[src/rtl/isp_ae_ctrl_if.sv]
// ---------------------------------------------------------------------------
// isp_ae_ctrl_if
//   Bundles the statistics input, the control knobs and the exposure/mean
//   outputs of the auto-exposure controller.
//   master : drives the control knobs and the stats strobe (ISP side / bench).
//   slave  : the controller itself.
//
//   Handshake: stat_done is a valid-only strobe with no ready. stat_cnt and
//   stat_sum are valid only in the cycle stat_done is high. A strobe that
//   arrives while the controller is busy is dropped. out_exp_valid and
//   out_mean_valid are likewise one-cycle valid-only strobes; their data
//   (out_exposure, out_mean) holds until the next strobe.
//   dbg_state exposes the controller FSM state for observation.
// ---------------------------------------------------------------------------
interface isp_ae_ctrl_if #(
    parameter int BITS     = 8,
    parameter int OUT_BITS = 32,
    parameter int EXP_BITS = 16
);
    logic                enable;
    logic [BITS-1:0]     target;
    logic [BITS-1:0]     tolerance;
    logic [3:0]          skip_frames;
    logic                stat_done;
    logic [OUT_BITS-1:0] stat_cnt;
    logic [OUT_BITS-1:0] stat_sum;
    logic [EXP_BITS-1:0] out_exposure;
    logic                out_exp_valid;
    logic [BITS-1:0]     out_mean;
    logic                out_mean_valid;
    logic                out_locked;
    logic                out_busy;
    logic [1:0]          dbg_state;

    modport master (
        output enable, target, tolerance, skip_frames,
        output stat_done, stat_cnt, stat_sum,
        input  out_exposure, out_exp_valid, out_mean, out_mean_valid,
        input  out_locked, out_busy, dbg_state
    );

    modport slave (
        input  enable, target, tolerance, skip_frames,
        input  stat_done, stat_cnt, stat_sum,
        output out_exposure, out_exp_valid, out_mean, out_mean_valid,
        output out_locked, out_busy, dbg_state
    );
endinterface

[src/rtl/isp_ae_ctrl.sv]
// ---------------------------------------------------------------------------
// isp_ae_ctrl
//   Closed-loop auto-exposure controller. On each accepted frame-done strobe
//   it divides stat_sum by stat_cnt (restoring divider, one bit per cycle),
//   compares the mean against target +/- tolerance and steps the exposure
//   register by exposure >> STEP_SHIFT (at least 1), clamped to
//   [EXP_MIN, EXP_MAX].
// Ports
//   pclk   : clock, rising edge
//   rst_n  : asynchronous active-low reset
//   bus    : isp_ae_ctrl_if.slave (controls, stats strobe, results, dbg_state)
// ---------------------------------------------------------------------------
module isp_ae_ctrl #(
    parameter int BITS       = 8,
    parameter int OUT_BITS   = 32,
    parameter int EXP_BITS   = 16,
    parameter int EXP_MIN    = 1,
    parameter int EXP_MAX    = 1000,
    parameter int EXP_INIT   = 500,
    parameter int STEP_SHIFT = 3
) (
    input  logic          pclk,
    input  logic          rst_n,
    isp_ae_ctrl_if.slave  bus
);

    typedef enum logic [1:0] {
        ST_IDLE = 2'd0,
        ST_DIV  = 2'd1,
        ST_CMP  = 2'd2,
        ST_UPD  = 2'd3
    } state_t;

    localparam int CW = $clog2(OUT_BITS + 1);
    localparam logic [EXP_BITS:0]   EXP_MIN_X  = (EXP_BITS + 1)'(EXP_MIN);
    localparam logic [EXP_BITS:0]   EXP_MAX_X  = (EXP_BITS + 1)'(EXP_MAX);
    localparam logic [EXP_BITS-1:0] EXP_INIT_V = EXP_BITS'(EXP_INIT);
    localparam logic [OUT_BITS-1:0] MEAN_MAX_W = {{(OUT_BITS-BITS){1'b0}}, {BITS{1'b1}}};

    state_t              state_q, state_d;
    logic [CW-1:0]       div_cnt_q, div_cnt_d;
    logic [OUT_BITS-1:0] divisor_q, divisor_d;
    logic [OUT_BITS-1:0] rem_q, rem_d;
    logic [OUT_BITS-1:0] quo_q, quo_d;
    logic [BITS-1:0]     mean_q, mean_d;
    logic                mean_valid_q, mean_valid_d;
    logic [EXP_BITS-1:0] exp_q, exp_d;
    logic                exp_valid_q, exp_valid_d;
    logic                locked_q, locked_d;
    logic [3:0]          skip_q, skip_d;

    // Datapath helpers
    logic [OUT_BITS:0]   rem_shift;
    logic [OUT_BITS:0]   rem_sub;
    logic [BITS-1:0]     mean_sat;
    logic [BITS-1:0]     band_lo;
    logic [BITS:0]       hi_sum;
    logic [BITS-1:0]     band_hi;
    logic                in_band;
    logic [EXP_BITS-1:0] step_raw;
    logic [EXP_BITS:0]   step_x;
    logic [EXP_BITS:0]   exp_x;
    logic [EXP_BITS:0]   exp_up;
    logic [EXP_BITS:0]   exp_up_c;
    logic [EXP_BITS:0]   exp_dn_c;
    logic [EXP_BITS:0]   exp_new;

    always_comb begin
        // Restoring divider step: the dividend is held in quo_q and shifted
        // out of its MSB while quotient bits shift in at the LSB.
        rem_shift = {rem_q, quo_q[OUT_BITS-1]};
        rem_sub   = rem_shift - {1'b0, divisor_q};
        // rem_sub[OUT_BITS] is the borrow: set when rem_shift < divisor.

        mean_sat = (quo_q > MEAN_MAX_W) ? {BITS{1'b1}} : quo_q[BITS-1:0];

        band_lo = (bus.target >= bus.tolerance) ? (bus.target - bus.tolerance) : '0;
        hi_sum  = {1'b0, bus.target} + {1'b0, bus.tolerance};
        band_hi = hi_sum[BITS] ? {BITS{1'b1}} : hi_sum[BITS-1:0];
        in_band = (mean_q >= band_lo) && (mean_q <= band_hi);

        step_raw = exp_q >> STEP_SHIFT;
        step_x   = (step_raw == '0) ? (EXP_BITS + 1)'(1) : {1'b0, step_raw};
        exp_x    = {1'b0, exp_q};
        exp_up   = exp_x + step_x;
        exp_up_c = (exp_up > EXP_MAX_X) ? EXP_MAX_X : exp_up;
        exp_dn_c = (exp_x < step_x + EXP_MIN_X) ? EXP_MIN_X : (exp_x - step_x);

        if (mean_q < band_lo) begin
            exp_new = exp_up_c;
        end else if (mean_q > band_hi) begin
            exp_new = exp_dn_c;
        end else begin
            exp_new = exp_x;
        end
    end

    always_comb begin
        state_d      = state_q;
        div_cnt_d    = div_cnt_q;
        divisor_d    = divisor_q;
        rem_d        = rem_q;
        quo_d        = quo_q;
        mean_d       = mean_q;
        mean_valid_d = 1'b0;
        exp_d        = exp_q;
        exp_valid_d  = 1'b0;
        locked_d     = locked_q;
        skip_d       = skip_q;

        if (!bus.enable) begin
            // Abort: nothing partially computed is ever written out.
            state_d  = ST_IDLE;
            skip_d   = 4'd0;
            locked_d = 1'b0;
        end else begin
            unique case (state_q)
                ST_IDLE: begin
                    if (bus.stat_done) begin
                        if (skip_q != 4'd0) begin
                            skip_d = skip_q - 4'd1;
                        end else if (bus.stat_cnt != '0) begin
                            divisor_d = bus.stat_cnt;
                            quo_d     = bus.stat_sum;
                            rem_d     = '0;
                            div_cnt_d = '0;
                            state_d   = ST_DIV;
                        end
                    end
                end
                ST_DIV: begin
                    if (!rem_sub[OUT_BITS]) begin
                        rem_d = rem_sub[OUT_BITS-1:0];
                        quo_d = {quo_q[OUT_BITS-2:0], 1'b1};
                    end else begin
                        rem_d = rem_shift[OUT_BITS-1:0];
                        quo_d = {quo_q[OUT_BITS-2:0], 1'b0};
                    end
                    div_cnt_d = div_cnt_q + CW'(1);
                    if (div_cnt_q == CW'(OUT_BITS - 1)) begin
                        state_d = ST_CMP;
                    end
                end
                ST_CMP: begin
                    mean_d       = mean_sat;
                    mean_valid_d = 1'b1;
                    state_d      = ST_UPD;
                end
                ST_UPD: begin
                    locked_d = in_band;
                    if (exp_new != exp_x) begin
                        exp_d       = exp_new[EXP_BITS-1:0];
                        exp_valid_d = 1'b1;
                        skip_d      = bus.skip_frames;
                    end
                    state_d = ST_IDLE;
                end
                default: state_d = ST_IDLE;
            endcase
        end
    end

    always_ff @(posedge pclk or negedge rst_n) begin
        if (!rst_n) begin
            state_q      <= ST_IDLE;
            div_cnt_q    <= '0;
            divisor_q    <= '0;
            rem_q        <= '0;
            quo_q        <= '0;
            mean_q       <= '0;
            mean_valid_q <= 1'b0;
            exp_q        <= EXP_INIT_V;
            exp_valid_q  <= 1'b0;
            locked_q     <= 1'b0;
            skip_q       <= 4'd0;
        end else begin
            state_q      <= state_d;
            div_cnt_q    <= div_cnt_d;
            divisor_q    <= divisor_d;
            rem_q        <= rem_d;
            quo_q        <= quo_d;
            mean_q       <= mean_d;
            mean_valid_q <= mean_valid_d;
            exp_q        <= exp_d;
            exp_valid_q  <= exp_valid_d;
            locked_q     <= locked_d;
            skip_q       <= skip_d;
        end
    end

    assign bus.out_exposure   = exp_q;
    assign bus.out_exp_valid  = exp_valid_q;
    assign bus.out_mean       = mean_q;
    assign bus.out_mean_valid = mean_valid_q;
    assign bus.out_locked     = locked_q;
    assign bus.out_busy       = (state_q != ST_IDLE);
    assign bus.dbg_state      = state_q;

endmodule

[src/flat_wrapper.sv]
// flat-port wrapper written by rule: the top's interface ports become plain ports
module isp_ae_ctrl_flat 
#(
    parameter int BITS       = 8,
    parameter int OUT_BITS   = 32,
    parameter int EXP_BITS   = 16,
    parameter int EXP_MIN    = 1,
    parameter int EXP_MAX    = 1000,
    parameter int EXP_INIT   = 500,
    parameter int STEP_SHIFT = 3
)
  (pclk, rst_n, bus_enable, bus_target, bus_tolerance, bus_skip_frames, bus_stat_done, bus_stat_cnt, bus_stat_sum, bus_out_exposure, bus_out_exp_valid, bus_out_mean, bus_out_mean_valid, bus_out_locked, bus_out_busy, bus_dbg_state);
  isp_ae_ctrl_if #(.BITS(BITS), .OUT_BITS(OUT_BITS), .EXP_BITS(EXP_BITS)) bus_i ();
  input  logic pclk;
  input  logic rst_n;
  input wire logic [$bits(bus_i.enable)-1:0] bus_enable;
  input wire logic [$bits(bus_i.target)-1:0] bus_target;
  input wire logic [$bits(bus_i.tolerance)-1:0] bus_tolerance;
  input wire logic [$bits(bus_i.skip_frames)-1:0] bus_skip_frames;
  input wire logic [$bits(bus_i.stat_done)-1:0] bus_stat_done;
  input wire logic [$bits(bus_i.stat_cnt)-1:0] bus_stat_cnt;
  input wire logic [$bits(bus_i.stat_sum)-1:0] bus_stat_sum;
  output wire logic [$bits(bus_i.out_exposure)-1:0] bus_out_exposure;
  output wire logic [$bits(bus_i.out_exp_valid)-1:0] bus_out_exp_valid;
  output wire logic [$bits(bus_i.out_mean)-1:0] bus_out_mean;
  output wire logic [$bits(bus_i.out_mean_valid)-1:0] bus_out_mean_valid;
  output wire logic [$bits(bus_i.out_locked)-1:0] bus_out_locked;
  output wire logic [$bits(bus_i.out_busy)-1:0] bus_out_busy;
  output wire logic [$bits(bus_i.dbg_state)-1:0] bus_dbg_state;
  assign bus_i.enable = bus_enable;
  assign bus_i.target = bus_target;
  assign bus_i.tolerance = bus_tolerance;
  assign bus_i.skip_frames = bus_skip_frames;
  assign bus_i.stat_done = bus_stat_done;
  assign bus_i.stat_cnt = bus_stat_cnt;
  assign bus_i.stat_sum = bus_stat_sum;
  assign bus_out_exposure = bus_i.out_exposure;
  assign bus_out_exp_valid = bus_i.out_exp_valid;
  assign bus_out_mean = bus_i.out_mean;
  assign bus_out_mean_valid = bus_i.out_mean_valid;
  assign bus_out_locked = bus_i.out_locked;
  assign bus_out_busy = bus_i.out_busy;
  assign bus_dbg_state = bus_i.dbg_state;
  isp_ae_ctrl #(.BITS(BITS), .OUT_BITS(OUT_BITS), .EXP_BITS(EXP_BITS), .EXP_MIN(EXP_MIN), .EXP_MAX(EXP_MAX), .EXP_INIT(EXP_INIT), .STEP_SHIFT(STEP_SHIFT)) u_core (.pclk(pclk), .rst_n(rst_n), .bus(bus_i));
endmodule
[config.mk]
export PLATFORM = sky130hd
export DESIGN_NAME = isp_ae_ctrl_flat
export DESIGN_NICKNAME = d
export VERILOG_FILES = /design/src/rtl/isp_ae_ctrl_if.sv /design/src/rtl/isp_ae_ctrl.sv /design/src/flat_wrapper.sv
export SDC_FILE = /design/constraint.sdc
export NUM_CORES = 1
export LEC_CHECK = 0
export BUFFER_PORTS_ARGS = -buffer_cell sky130_fd_sc_hd__buf_2
export CORE_MARGIN = 2
export CORE_UTILIZATION = 55
export CTS_CLUSTER_SIZE = 10
export DETAILED_ROUTE_END_ITERATION = 8
export PLACE_DENSITY = 0.89
export SYNTH_ARGS = -nofsm -noshare
export SYNTH_HDL_FRONTEND = slang
export SYNTH_SLANG_ARGS = --single-unit
[constraint.sdc]
create_clock -name pclk -period 5 [get_ports pclk]
set_clock_uncertainty 0.05 [all_clocks]
set_input_delay 1 -clock pclk [delete_from_list [all_inputs] [get_ports pclk]]
set_output_delay 1 -clock pclk [all_outputs]
set_load 0.01 [all_outputs]
-- Word-level counts from Yosys, hierarchy flattened
Index checks and enable logic that the tools add are counted.
- bits in registers: 135
- logic and storage cells: 97
- $add $sub $neg: 8
- magnitude comparators: 8
- equality and inequality tests: 16
- multiplexer cells: 40
- bitwise gates (word level): 1
- reductions and logical operators: 13
- operators by type and width (cell ; number):
    $mux W32 ; 7
    $pmux W32 S2 ; 2
    $mux W17 ; 4
    $sub A33 B32 Y33 ; 1
    $gt A32 B8 Y1 const B ; 1
    $reduce_bool A32 Y1 ; 1
    $mux W8 ; 3
    $mux W6 ; 3
    $add A16 B17 Y17 ; 1
    $add A17 B1 Y17 const B ; 1
    $gt A17 B10 Y1 const B ; 1
    $lt A16 B17 Y1 ; 1
    $ne A17 B16 Y1 ; 1
    $sub A16 B17 Y17 ; 1
    $ge A8 B8 Y1 ; 2
    $logic_not A16 Y1 ; 1
    $mux W4 ; 4
    $mux W13 ; 1
    $ne A3 B2 Y1 const B ; 4
    $pmux W6 S2 ; 1
    $mux W2 ; 5
    $reduce_and A5 Y1 ; 2
    $add A8 B8 Y9 ; 1
    $gt A8 B8 Y1 ; 1
    23 further kinds ; 36

-- Logic depth before layout (Yosys ltp)
- depth in word-level cells: 11
- mapped depth: 30
- mapped depth without buffers: 28

-- Worst setup path before layout
OpenSTA, ideal clock, no wires.
- path type: input port to flip-flop
- from: input port bus_target[0]
- to: register u_core.exp_q[10], in the netlist u_core.bus.out_exposure[10]
- setup time: 128 ps
- arrival: 5937 ps
- required time: 4822 ps
- path slack: -1115 ps
- stages on the path: 25
- buffers on the path: 1
- cell sequence: inv_1 ha_1 inv_1 fa_1 a21o_1 a21o_1 a21o_1 a21oi_1 o21ai_0 a21o_1 a21o_1 nand2_1 ha_1 nor2b_1 o211ai_1 a21oi_1 or2_1 clkbuf_1 nand4_1 o22ai_1 or4_4 nor4_4 nand4_4 o311ai_4 mux2_1
- longest elaborated chain between the ends: 7
- RTL lines (item ; RTL line ; source):
    start, declared ; flat_wrapper.sv:17 ; input wire logic [$bits(bus_i.target)-1:0] bus_target;
    $add A8 B8 Y9 ; isp_ae_ctrl.sv:78 ; hi_sum = {1'b0, bus.target} + {1'b0, bus.tolerance};
    $mux W8 ; isp_ae_ctrl.sv:79 ; band_hi = hi_sum[BITS] ? {BITS{1'b1}} : hi_sum[BITS-1:0];
    $gt A8 B8 Y1 ; isp_ae_ctrl.sv:91 ; end else if (mean_q > band_hi) begin
    $mux W17 ; isp_ae_ctrl.sv:91 ;
    $mux W17 (*) ; isp_ae_ctrl.sv:89 ; if (mean_q < band_lo) begin
    $ne A17 B16 Y1 ; isp_ae_ctrl.sv:151 ; if (exp_new != exp_x) begin
    $reduce_and A3 Y1 (no source line) ; -- ;
    end signal, assigned ; isp_ae_ctrl.sv:184 ; exp_q <= exp_d;
    end, declared ; isp_ae_ctrl.sv:47 ; logic [EXP_BITS-1:0] exp_q, exp_d;
Every way passes the cells marked *; elsewhere a longest branch is shown, timed or not.
A chain may end at the register's enable or synchronous reset.

-- Final worst setup path
Ends and elaborated chain as after synthesis.

==> flow_summary.ini <==
[status]
outcome = finished, violations left
violations = max-capacitance violations, max-slew violations, negative setup slack

[critical_path]
cp_data_arrival_time_ps = 6060
path_class = in2reg
reg2reg_from = u_core.bus.out_exposure[5]
cp_max_fo = 7
crit_top_cell = a21o_1
cp-endpoint = u_core.bus.out_exposure[10]
endpoint_kind = flop
slowest_delay_ps = 420
reg2reg_depth = 22
critPathLaunch = bus_target[0]
worstReg2RegEnd = u_core.bus.out_exposure[15]
rrSetupSlack_ps = -740
start_kind = input pin
critical_path_required_ps = 5270
cp_slowest_cell = a221o_1

[floorplan]
start_util_pct = 56.2
die_w_um = 151
boundaryPins = 118
std_cell_rows = 53
design.die.area_um2 = 22700
core_um2 = 21100
die_y_um = 151

[flow_run]
max-cap-violations = 1

[sta]
rsz0062_at_grt = true
setup_viol = 16
min_period_over_period_pct = 116
max_freq_mhz = 173
tightest_slew_ps = 1520
hold_viol_final = 0
setup_ws_ps = -787
finalCriticalPeriod_ps = 5790
drv_slew = 2
slew_headroom_pct = -3.75

[place]
numPortBuffers = 117
hpwl_mm = 25.3
gp_congestion = 0.986
dp.cells = 1814
dp_worst_setup_slack_ps = -1390

[global_routing]
overflow = 0
grt_max_degree = 97
antenna_found_initial = 3
grt_usage_pct = 31.1
grt_pass1_wl_mm = 56.5
grt_pass1_vias = 11600

[finish]
drive_gt1_share_pct = 27.8
area_delta_synth_final_pct = 23.7
layout_commonest_cell = buf_4
instances_no_fill = 1861
nets = 1775
final_cell_mix = buf_4 (136), nand2_1 (133), dfrtp_1 (129), buf_2 (114), ha_1 (103)

[routing]
vias = 11600
wirelength_mm = 35.8
route.detailed.drc = 0
vias_per_cell = 6.26
drt-pass1-iter-count = 5
drt_iter0_drc = 929
routedWlPerCell_um = 19.2
ant_nets = 0

[min_path]
holdCritStartpoint = u_core.divisor_q[2]
hold_class = reg2reg

[clock_network]
cts_root_buf = clkbuf_16
clockBufferDepth = 2
cts_sinks = 135
cts_tree = done
cts_buffers = 17
clkTransAtPathRegs_ps = 60
clock_latency_ps = 440
h-tree-depth = 4

[yosys]
syn_nets = 1567
synth_cells = 1363
ys_warn_count = 0
synth_ff_type = dfrtp_1
async_flop_share_pct = 100
synth_area_leaders = dfrtp_1 (27%), ha_1 (12%), mux2i_1 (5.6%)
synth_edf_count = 0
yosysTopAreaCellShare_pct = 27.3
yosys_register_bits = 135
yosysTopAreaCell = dfrtp_1
postSynthAreaPerCell_um2 = 8.69
synth-seq-area-share_pct = 28.6
syn-cell-area_um2 = 11800
ys_types = 99

[power_and_ir_drop]
power_mw = 10.2
p_per_area_nw_per_um2 = 694
ir_drop_mv = 0.426
p_leak_nw = 6.88
-- worst min-delay path by stage --
stage / end / cells after the start
after global routing: u_core.divisor_q[5] / 1
after global placement: u_core.quo_q[10] / 2
after CTS: u_core.divisor_q[10] / 1
final: u_core.divisor_q[2] / 1
after floorplan: u_core.skip_q[0] / 1
after detailed placement: u_core.divisor_q[15] / 1
-- Yosys cell counts (8+ instances only) --
master    count
nand4_1      19
nor3_1       23
o21ai_1       9
o211ai_1      9
nor2_1       87
buf_6         9
and3_1        9
o21bai_1      8
a21o_1       27
dfrtp_1     129
or3_1         9
a21oi_1      70
o31ai_1      12
nand2_1     137
inv_1        97
xnor2_1      49
nor4_1       23
nand3_1      22
mux2_2       37
buf_2        13
nor2b_1      18
a31oi_1      11
nand2b_1     14
o21a_1       12
clkbuf_1     49
xor2_1       20
mux2i_1      66
ha_1        111
o22ai_1       8
o22a_1       10
o21ai_0      96
-- state kept, by name, summed over array words and instances, names as in the netlist, 2 cells and up --
signal	count
u_core.bus.dbg_state	2
u_core.divisor_q	32
u_core.skip_q	4
u_core.quo_q	32
u_core.rem_q	32
u_core.div_cnt_q	6
u_core.bus.out_mean	8
u_core.bus.out_exposure	16
-- critical path: cells and delay by family --
family                     cells  cell delay (ps)
muxes                          1              300
buffers and inverters          6              670
adders and majority gates      3              660
and+or+nand+nor                6             1000
AOI/OAI and AO/OA             12             2410
-- repair_timing --
| action | in CTS | in global routing |
|---|---|---|
| setup buffers | 5 | 9 |
| pin swaps | 20 | 36 |
| hold buffers | 0 | 0 |
| endpoints found under the setup margin | 17 | 21 |
| gates resized for setup | 35 | 54 |
-- power breakdown --
group	switching, mW	leakage (nW)	internal (mW)
clock	0.551	0.303	0.812
sequential	0.404	1.71	1.53
combinational	3.83	4.87	3.04
total	4.79	6.88	5.39
-- stage by stage --
stage | hold slack [ps] | util, % | TNS [ps] | cell area (um^2)
3_3_place_gp | 435 | 64.0 | -17400 | 13500
2_1_floorplan | 411 | - | -12270 | 11900
5_1_grt | 474 | 69.5 | -14990 | 14600
4_1_cts | 462 | 67.8 | -9380 | 14300
3_5_place_dp | 447 | 64.0 | -22260 | 13500
6_report | 459 | 69.5 | -11220 | 14700
-- cell type report --
class                      instances  area (um^2)
antenna                            2         5.00
clock buffer                      18          439
clock inverter                    14          188
fill                            1494         6440
inverter                          98          383
multi-input combinational       1054         8140
sequential                       135         3390
tap                              275          344
timing repair buffer             265         1770
-- cells by family (layout without fill, tap and decap cells) --
family          after synthesis  count (layout)  synth area share [%]
compound gates              358             358                  20.8
simple gates                405             405                  17.2
other cells                   0               2                     0
xor+xnor                     70              70                  5.24
fa+ha+maj                   116             116                  12.6
flops                       135             135                  28.6
mux                         105             105                  9.29
buf+inv                     174             395                  6.29
-- routing by layer --
metal  up-vias  wire length [um]  GRT usage, %
li1       5324                 -             -
met1      5647             14300          38.3
met5         -                 7             0
met2       533             17200          52.2
met3       137              2610          6.30
met4         2              1550          15.0
(Power assumes the default switching activity.)
